===== src/rtl/mem_request_unit.sv =====
// mem_request_unit
// Serialises instruction fetches and data loads/stores from the core onto a
// single-port memory bus, one transaction at a time. Each request type has a
// one-deep pending slot; data requests take priority over fetches. A bus
// timeout aborts a stalled transaction, sets a sticky error flag and returns
// a safe result (NOP for fetches, zero for loads) so the core never hangs.
//
// Ports:
//   i_clk, i_rst                 clock (rising edge), async active-high reset
//   i_fetch_req, i_pc            fetch request pulse and address
//   i_mem_read, i_mem_write      load / store request pulses (both = store)
//   i_data_addr, i_data_wdata    load/store address and store data
//   i_byte_en                    byte lanes for the data request
//   o_instruction, o_i_ready     last fetched instruction, one-cycle valid pulse
//   o_data_rdata, o_d_ready      last load result, one-cycle completion pulse
//   o_busy                       transaction in flight or request pending
//   o_bus_err                    sticky bus timeout flag
//   o_bus_req/we/addr/wdata/sel  bus request side
//   i_bus_ack, i_bus_rdata       bus completion and read data
//
// state   | meaning
// --------+-----------------------------------------------
// S_IDLE  | no bus transaction; pick data slot, then fetch
// S_FETCH | instruction read on the bus
// S_DATA  | load or store on the bus
module mem_request_unit #(
    parameter int ADDR_W  = 32,
    parameter int DATA_W  = 32,
    parameter int TIMEOUT = 255
) (
    input  logic              i_clk,
    input  logic              i_rst,
    input  logic              i_fetch_req,
    input  logic [ADDR_W-1:0] i_pc,
    input  logic              i_mem_read,
    input  logic              i_mem_write,
    input  logic [ADDR_W-1:0] i_data_addr,
    input  logic [DATA_W-1:0] i_data_wdata,
    input  logic [3:0]        i_byte_en,
    output logic [DATA_W-1:0] o_instruction,
    output logic              o_i_ready,
    output logic [DATA_W-1:0] o_data_rdata,
    output logic              o_d_ready,
    output logic              o_busy,
    output logic              o_bus_err,
    output logic              o_bus_req,
    output logic              o_bus_we,
    output logic [ADDR_W-1:0] o_bus_addr,
    output logic [DATA_W-1:0] o_bus_wdata,
    output logic [3:0]        o_bus_sel,
    input  logic              i_bus_ack,
    input  logic [DATA_W-1:0] i_bus_rdata
);

    // The counter only has to reach TIMEOUT-1 (see abort condition below).
    localparam int CNT_W = (TIMEOUT < 2) ? 1 : $clog2(TIMEOUT);
    localparam logic [DATA_W-1:0] NOP_INSTR = DATA_W'(32'h0000_0013);

    typedef enum logic [1:0] {S_IDLE, S_FETCH, S_DATA} state_t;

    state_t              r_state;
    state_t              w_next;

    logic                r_f_pend;
    logic [ADDR_W-1:0]   r_f_pc;
    logic                r_d_pend;
    logic                r_d_we;
    logic [ADDR_W-1:0]   r_d_addr;
    logic [DATA_W-1:0]   r_d_wdata;
    logic [3:0]          r_d_sel;

    logic [CNT_W-1:0]    r_cnt;
    logic [DATA_W-1:0]   r_instruction;
    logic [DATA_W-1:0]   r_data_rdata;
    logic                r_i_ready;
    logic                r_d_ready;
    logic                r_bus_err;
    logic                r_bus_we;
    logic [ADDR_W-1:0]   r_bus_addr;
    logic [DATA_W-1:0]   r_bus_wdata;
    logic [3:0]          r_bus_sel;

    logic                w_d_req;
    logic                w_start_f;
    logic                w_start_d;
    logic                w_done;
    logic                w_abort;
    logic                w_timeout;
    logic                w_d_we;
    logic [ADDR_W-1:0]   w_d_addr;
    logic [DATA_W-1:0]   w_d_wdata;
    logic [3:0]          w_d_sel;
    logic [ADDR_W-1:0]   w_f_pc;

    assign w_d_req = i_mem_read | i_mem_write;

    // An occupied slot wins over a request pulse on the same edge.
    assign w_d_we    = r_d_pend ? r_d_we    : i_mem_write;
    assign w_d_addr  = r_d_pend ? r_d_addr  : i_data_addr;
    assign w_d_wdata = r_d_pend ? r_d_wdata : i_data_wdata;
    assign w_d_sel   = r_d_pend ? r_d_sel   : i_byte_en;
    assign w_f_pc    = r_f_pend ? r_f_pc    : i_pc;

    // r_cnt counts completed wait cycles; the edge that would make it reach
    // TIMEOUT is the abort edge, so bus_req is held for exactly TIMEOUT cycles.
    assign w_timeout = (r_cnt == CNT_W'(TIMEOUT - 1));

    always_comb begin
        w_next    = r_state;
        w_start_f = 1'b0;
        w_start_d = 1'b0;
        w_done    = 1'b0;
        w_abort   = 1'b0;
        case (r_state)
            S_IDLE: begin
                if (r_d_pend || w_d_req) begin
                    w_next    = S_DATA;
                    w_start_d = 1'b1;
                end else if (r_f_pend || i_fetch_req) begin
                    w_next    = S_FETCH;
                    w_start_f = 1'b1;
                end
            end
            S_FETCH, S_DATA: begin
                if (i_bus_ack) begin
                    w_next = S_IDLE;
                    w_done = 1'b1;
                end else if (w_timeout) begin
                    w_next  = S_IDLE;
                    w_abort = 1'b1;
                end
            end
            default: w_next = S_IDLE;
        endcase
    end

    always_ff @(posedge i_clk or posedge i_rst) begin
        if (i_rst) begin
            r_state <= S_IDLE;
        end else begin
            r_state <= w_next;
        end
    end

    always_ff @(posedge i_clk or posedge i_rst) begin
        if (i_rst) begin
            r_f_pend      <= 1'b0;
            r_f_pc        <= '0;
            r_d_pend      <= 1'b0;
            r_d_we        <= 1'b0;
            r_d_addr      <= '0;
            r_d_wdata     <= '0;
            r_d_sel       <= '0;
            r_cnt         <= '0;
            r_instruction <= '0;
            r_data_rdata  <= '0;
            r_i_ready     <= 1'b0;
            r_d_ready     <= 1'b0;
            r_bus_err     <= 1'b0;
            r_bus_we      <= 1'b0;
            r_bus_addr    <= '0;
            r_bus_wdata   <= '0;
            r_bus_sel     <= '0;
        end else begin
            r_i_ready <= 1'b0;
            r_d_ready <= 1'b0;

            if (w_start_f) begin
                r_f_pend <= 1'b0;
            end else if (i_fetch_req && !r_f_pend) begin
                r_f_pend <= 1'b1;
                r_f_pc   <= i_pc;
            end

            if (w_start_d) begin
                r_d_pend <= 1'b0;
            end else if (w_d_req && !r_d_pend) begin
                r_d_pend  <= 1'b1;
                r_d_we    <= i_mem_write;
                r_d_addr  <= i_data_addr;
                r_d_wdata <= i_data_wdata;
                r_d_sel   <= i_byte_en;
            end

            if (w_start_f) begin
                r_bus_we    <= 1'b0;
                r_bus_addr  <= w_f_pc;
                r_bus_wdata <= '0;
                r_bus_sel   <= 4'b1111;
            end else if (w_start_d) begin
                r_bus_we    <= w_d_we;
                r_bus_addr  <= w_d_addr;
                r_bus_wdata <= w_d_we ? w_d_wdata : '0;
                r_bus_sel   <= w_d_sel;
            end

            if (r_state != S_IDLE && w_next != S_IDLE) begin
                r_cnt <= r_cnt + 1'b1;
            end else begin
                r_cnt <= '0;
            end

            if (w_done || w_abort) begin
                if (r_state == S_FETCH) begin
                    r_i_ready     <= 1'b1;
                    r_instruction <= w_done ? i_bus_rdata : NOP_INSTR;
                end else begin
                    r_d_ready <= 1'b1;
                    if (!r_bus_we) begin
                        r_data_rdata <= w_done ? i_bus_rdata : '0;
                    end
                end
            end

            if (w_abort) begin
                r_bus_err <= 1'b1;
            end
        end
    end

    assign o_bus_req     = (r_state != S_IDLE);
    assign o_busy        = o_bus_req | r_f_pend | r_d_pend;
    assign o_bus_we      = r_bus_we;
    assign o_bus_addr    = r_bus_addr;
    assign o_bus_wdata   = r_bus_wdata;
    assign o_bus_sel     = r_bus_sel;
    assign o_instruction = r_instruction;
    assign o_data_rdata  = r_data_rdata;
    assign o_i_ready     = r_i_ready;
    assign o_d_ready     = r_d_ready;
    assign o_bus_err     = r_bus_err;

endmodule


===== config.mk =====
export PLATFORM = sky130hd
export DESIGN_NAME = mem_request_unit
export DESIGN_NICKNAME = d
export VERILOG_FILES = /design/src/rtl/mem_request_unit.sv
export SDC_FILE = /design/constraint.sdc
export NUM_CORES = 1
export LEC_CHECK = 0
export ABC_AREA = 1
export CAP_MARGIN = 20
export CORE_ASPECT_RATIO = 1.5
export CORE_MARGIN = 4
export CORE_UTILIZATION = 30
export CTS_CLUSTER_SIZE = 28
export DETAILED_ROUTE_END_ITERATION = 16
export PLACE_DENSITY = 0.6
export RECOVER_POWER = 50
export SLEW_MARGIN = 5
export SYNTH_ARGS = -nofsm -noshare
export SYNTH_HDL_FRONTEND = slang
export SYNTH_SLANG_ARGS = --single-unit

===== constraint.sdc =====
create_clock -name i_clk -period 9.3 [get_ports i_clk]
set_input_delay 1.86 -clock i_clk [delete_from_list [all_inputs] [get_ports i_clk]]
set_output_delay 1.86 -clock i_clk [all_outputs]
set_load 0.05 [all_outputs]

==> impl_metrics.toml <==
[run_status]
status = "finished, violations left"
violations = "capacitance limit, slew limit"

[min_path]
hold_end = "o_bus_err"
hold-path-cell-count = 2
min_from = "o_bus_err"
hold_path_class = "reg2reg"

[finish]
final_area_um2 = 14800
layout-drive-gt1-share_pct = 4.11
final_util_pct = 41.8
layout_commonest_cell = "nand2_1"
layout.cells.non_filler = 1985
area_delta_synth_final_pct = 37.0
final_nets = 1635
final_cell_mix = "nand2_1, dfrtp_1, clkdlybuf4s50_1"

[floorplanning]
fp.dieW_um = 163
rows = 84
dieArea_um2 = 39100
core_um2 = 35300
start_util_pct = 30.5
io-pin-count = 276
die_y_um = 240

[clock_network]
clock_sink_count = 249
htree_num_levels = 1
postCtsSetupBuffers = 0
cts_resized = 0
cts_tree = "done"
cts.path.max_buffers = 3
hold_buffers = 0
clk_pin_slew_ps = 60
numCtsBuffers = 28
clk_latency_ps = 540
root_buffer = "clkbuf_16"

[critical_path]
path_class = "in2async"
rr_worst_depth = 9
crit_required_ps = 9770
worstSetupStartpointType = "input port"
r2r_start = "r_d_pend"
cp.arrival_ps = 6500
crit_fanout = 110
rrSetupSlack_ps = 5110
r2r_end = "r_f_pc[15]"
end_kind = "async pin"

[synth]
ys_ff_latch = 249
synth_ff_type = "dfrtp_1"
synthCells = 1252
synthArstFlopShare_pct = 100
synth_nets = 1395
syn_area_per_cell_um2 = 8.60
ys_seq_area_share_pct = 57.9
syn_area_um2 = 10800
yosysUniqueCellTypes = 27
synth_edf_count = 0
ys_warn_count = 0

[pwr]
clkPwrFrac_pct = 20.8
ir_worst_vdd_mv = 0.193
power_density_nw_per_um2 = 375
switchingPower_mw = 2.47
leakage_nw = 6.87
p_sw_share_pct = 44.7
p_int_mw = 3.06
p_seq_share_pct = 33.0
comb_power_share_pct = 46.2

[placed_design]
place_hpwl_um = 21000
placed_area_um2 = 13900
place_ws_ps = 4890
routabilityCongestion = 0.735
portBuffers = 275
post-place-cells = 1935

[sta]
rsz0062_at_grt = "false"
drv_slew = 300
relSlewSlack_pct = -245
tightest_slew_ps = 5150
min_period_over_period_pct = 64.9
setup_viol = 0
worst_clock_skew_ps = 10.4
hold_viol_final = 0
fin_crit_ps = 6030
setup_slack_ps = 3270
fmax_ghz = 0.166
tns_ps = 0

[route]
routed_wl_um = 30300
route.antenna.remaining_nets = 0
drc = 0
via_count = 9070
drt_iter0_drc = 459
wire_per_inst_um = 15.3
via_per_inst = 4.57
first_pass_iters = 5

[global_routing]
grt_max_degree = 111
track_usage_pct = 15.1
antenna_found_initial = 2
gr-total-overflow = 0
grt_pass1_vias = 8825
grt_pass1_wl_um = 48000

[run]
maxCapViolCount = 6
-- power by group through the flow --
stage | Combinational (mW) | Clock, mW | Sequential [mW]
6_report | 2.56 | 1.15 | 1.82
5_1_grt | 2.80 | 1.23 | 1.89
4_1_cts | 2.66 | 1.19 | 1.83
3_5_place_dp | 2.66 | 0 | 1.84
3_3_place_gp | 2.58 | 0 | 1.83
2_1_floorplan | 1.02 | 0 | 2.59
-- worst max path at each step --
stage	startpoint	endpoint	depth (start not counted)
CTS	r_f_pend	o_busy	3
detailed placement	i_mem_write	o_bus_addr[28]	9
global route	i_rst	r_d_pend	3
finish	i_rst	r_d_pend	3
floorplan	i_rst	o_bus_addr[0]	1
global placement	i_mem_write	o_bus_addr[24]	8
-- kinds of logic (layout without fill, tap and decap cells) --
group	count (synthesis)	after routing	synth area share, %
XOR/XNOR	6	6	0.488
AND/OR/NAND/NOR	461	461	16.7
buffers and inverters	198	456	8.09
other	0	2	0
adder cells (fa/ha/maj)	5	5	0.581
AO/OA/AOI/OAI	333	333	16.3
flip-flops	249	249	57.9
-- worst max-delay path: stages --
cell           delay [ps]
dlygate4sd3_1         540
clkinvlp_2           2830
buf_4                1070
-- per-stage QoR --
stage | hold WS, ps | total power, mW
3_3_place_gp | 452 | 4.41
4_1_cts | 483 | 5.68
3_5_place_dp | 467 | 4.50
6_report | 472 | 5.53
2_1_floorplan | 448 | 3.61
5_1_grt | 495 | 5.91
-- cell type report --
| type | instances | area [µm²] |
|---|---|---|
| Timing Repair Buffer | 286 | 2880 |
| Fill cell | 3551 | 20600 |
| Inverter | 122 | 459 |
| Clock inverter | 13 | 179 |
| Tap cell | 473 | 592 |
| Sequential cell | 249 | 6230 |
| Antenna cell | 2 | 5.00 |
| Clock buffer | 35 | 778 |
| Multi-Input combinational cell | 805 | 3630 |
-- flip-flops by register name, summed over array words and instances, names as in the netlist --
signal and count:
r_cnt 8, o_bus_wdata 32, o_i_ready 1, o_d_ready 1, r_f_pc 32, o_bus_sel 4
r_d_addr 32, r_d_sel 4, o_bus_err 1, o_bus_we 1, o_instruction 32, r_state 2
r_f_pend 1, r_d_pend 1, r_d_wdata 32, o_bus_addr 32, o_data_rdata 32, r_d_we 1
-- Yosys cell counts, types with 7 or more instances --
cell	n	share of area (%)
inv_1	120	4.2
nand2_2	7	0.41
nor2_1	61	2.1
buf_6	12	1.3
clkbuf_1	27	0.94
o21ai_1	70	3.3
o21ai_0	192	8.9
buf_1	9	0.31
buf_2	26	1.2
o211ai_1	32	2.2
a21oi_1	35	1.6
nand2_1	380	13
dfrtp_1	249	58
-- layer usage --
metal / GRT usage (%) / vias to the layer above / share of wire (%)
li1: - / 4481 / -
met3: 2.62 / 54 / 6.1
met1: 19.3 / 4246 / 41
met5: 0 / - / 0
met2: 25.9 / 289 / 49
met4: 5.34 / 0 / 3.2
Power figures use the tool's default switching activity.
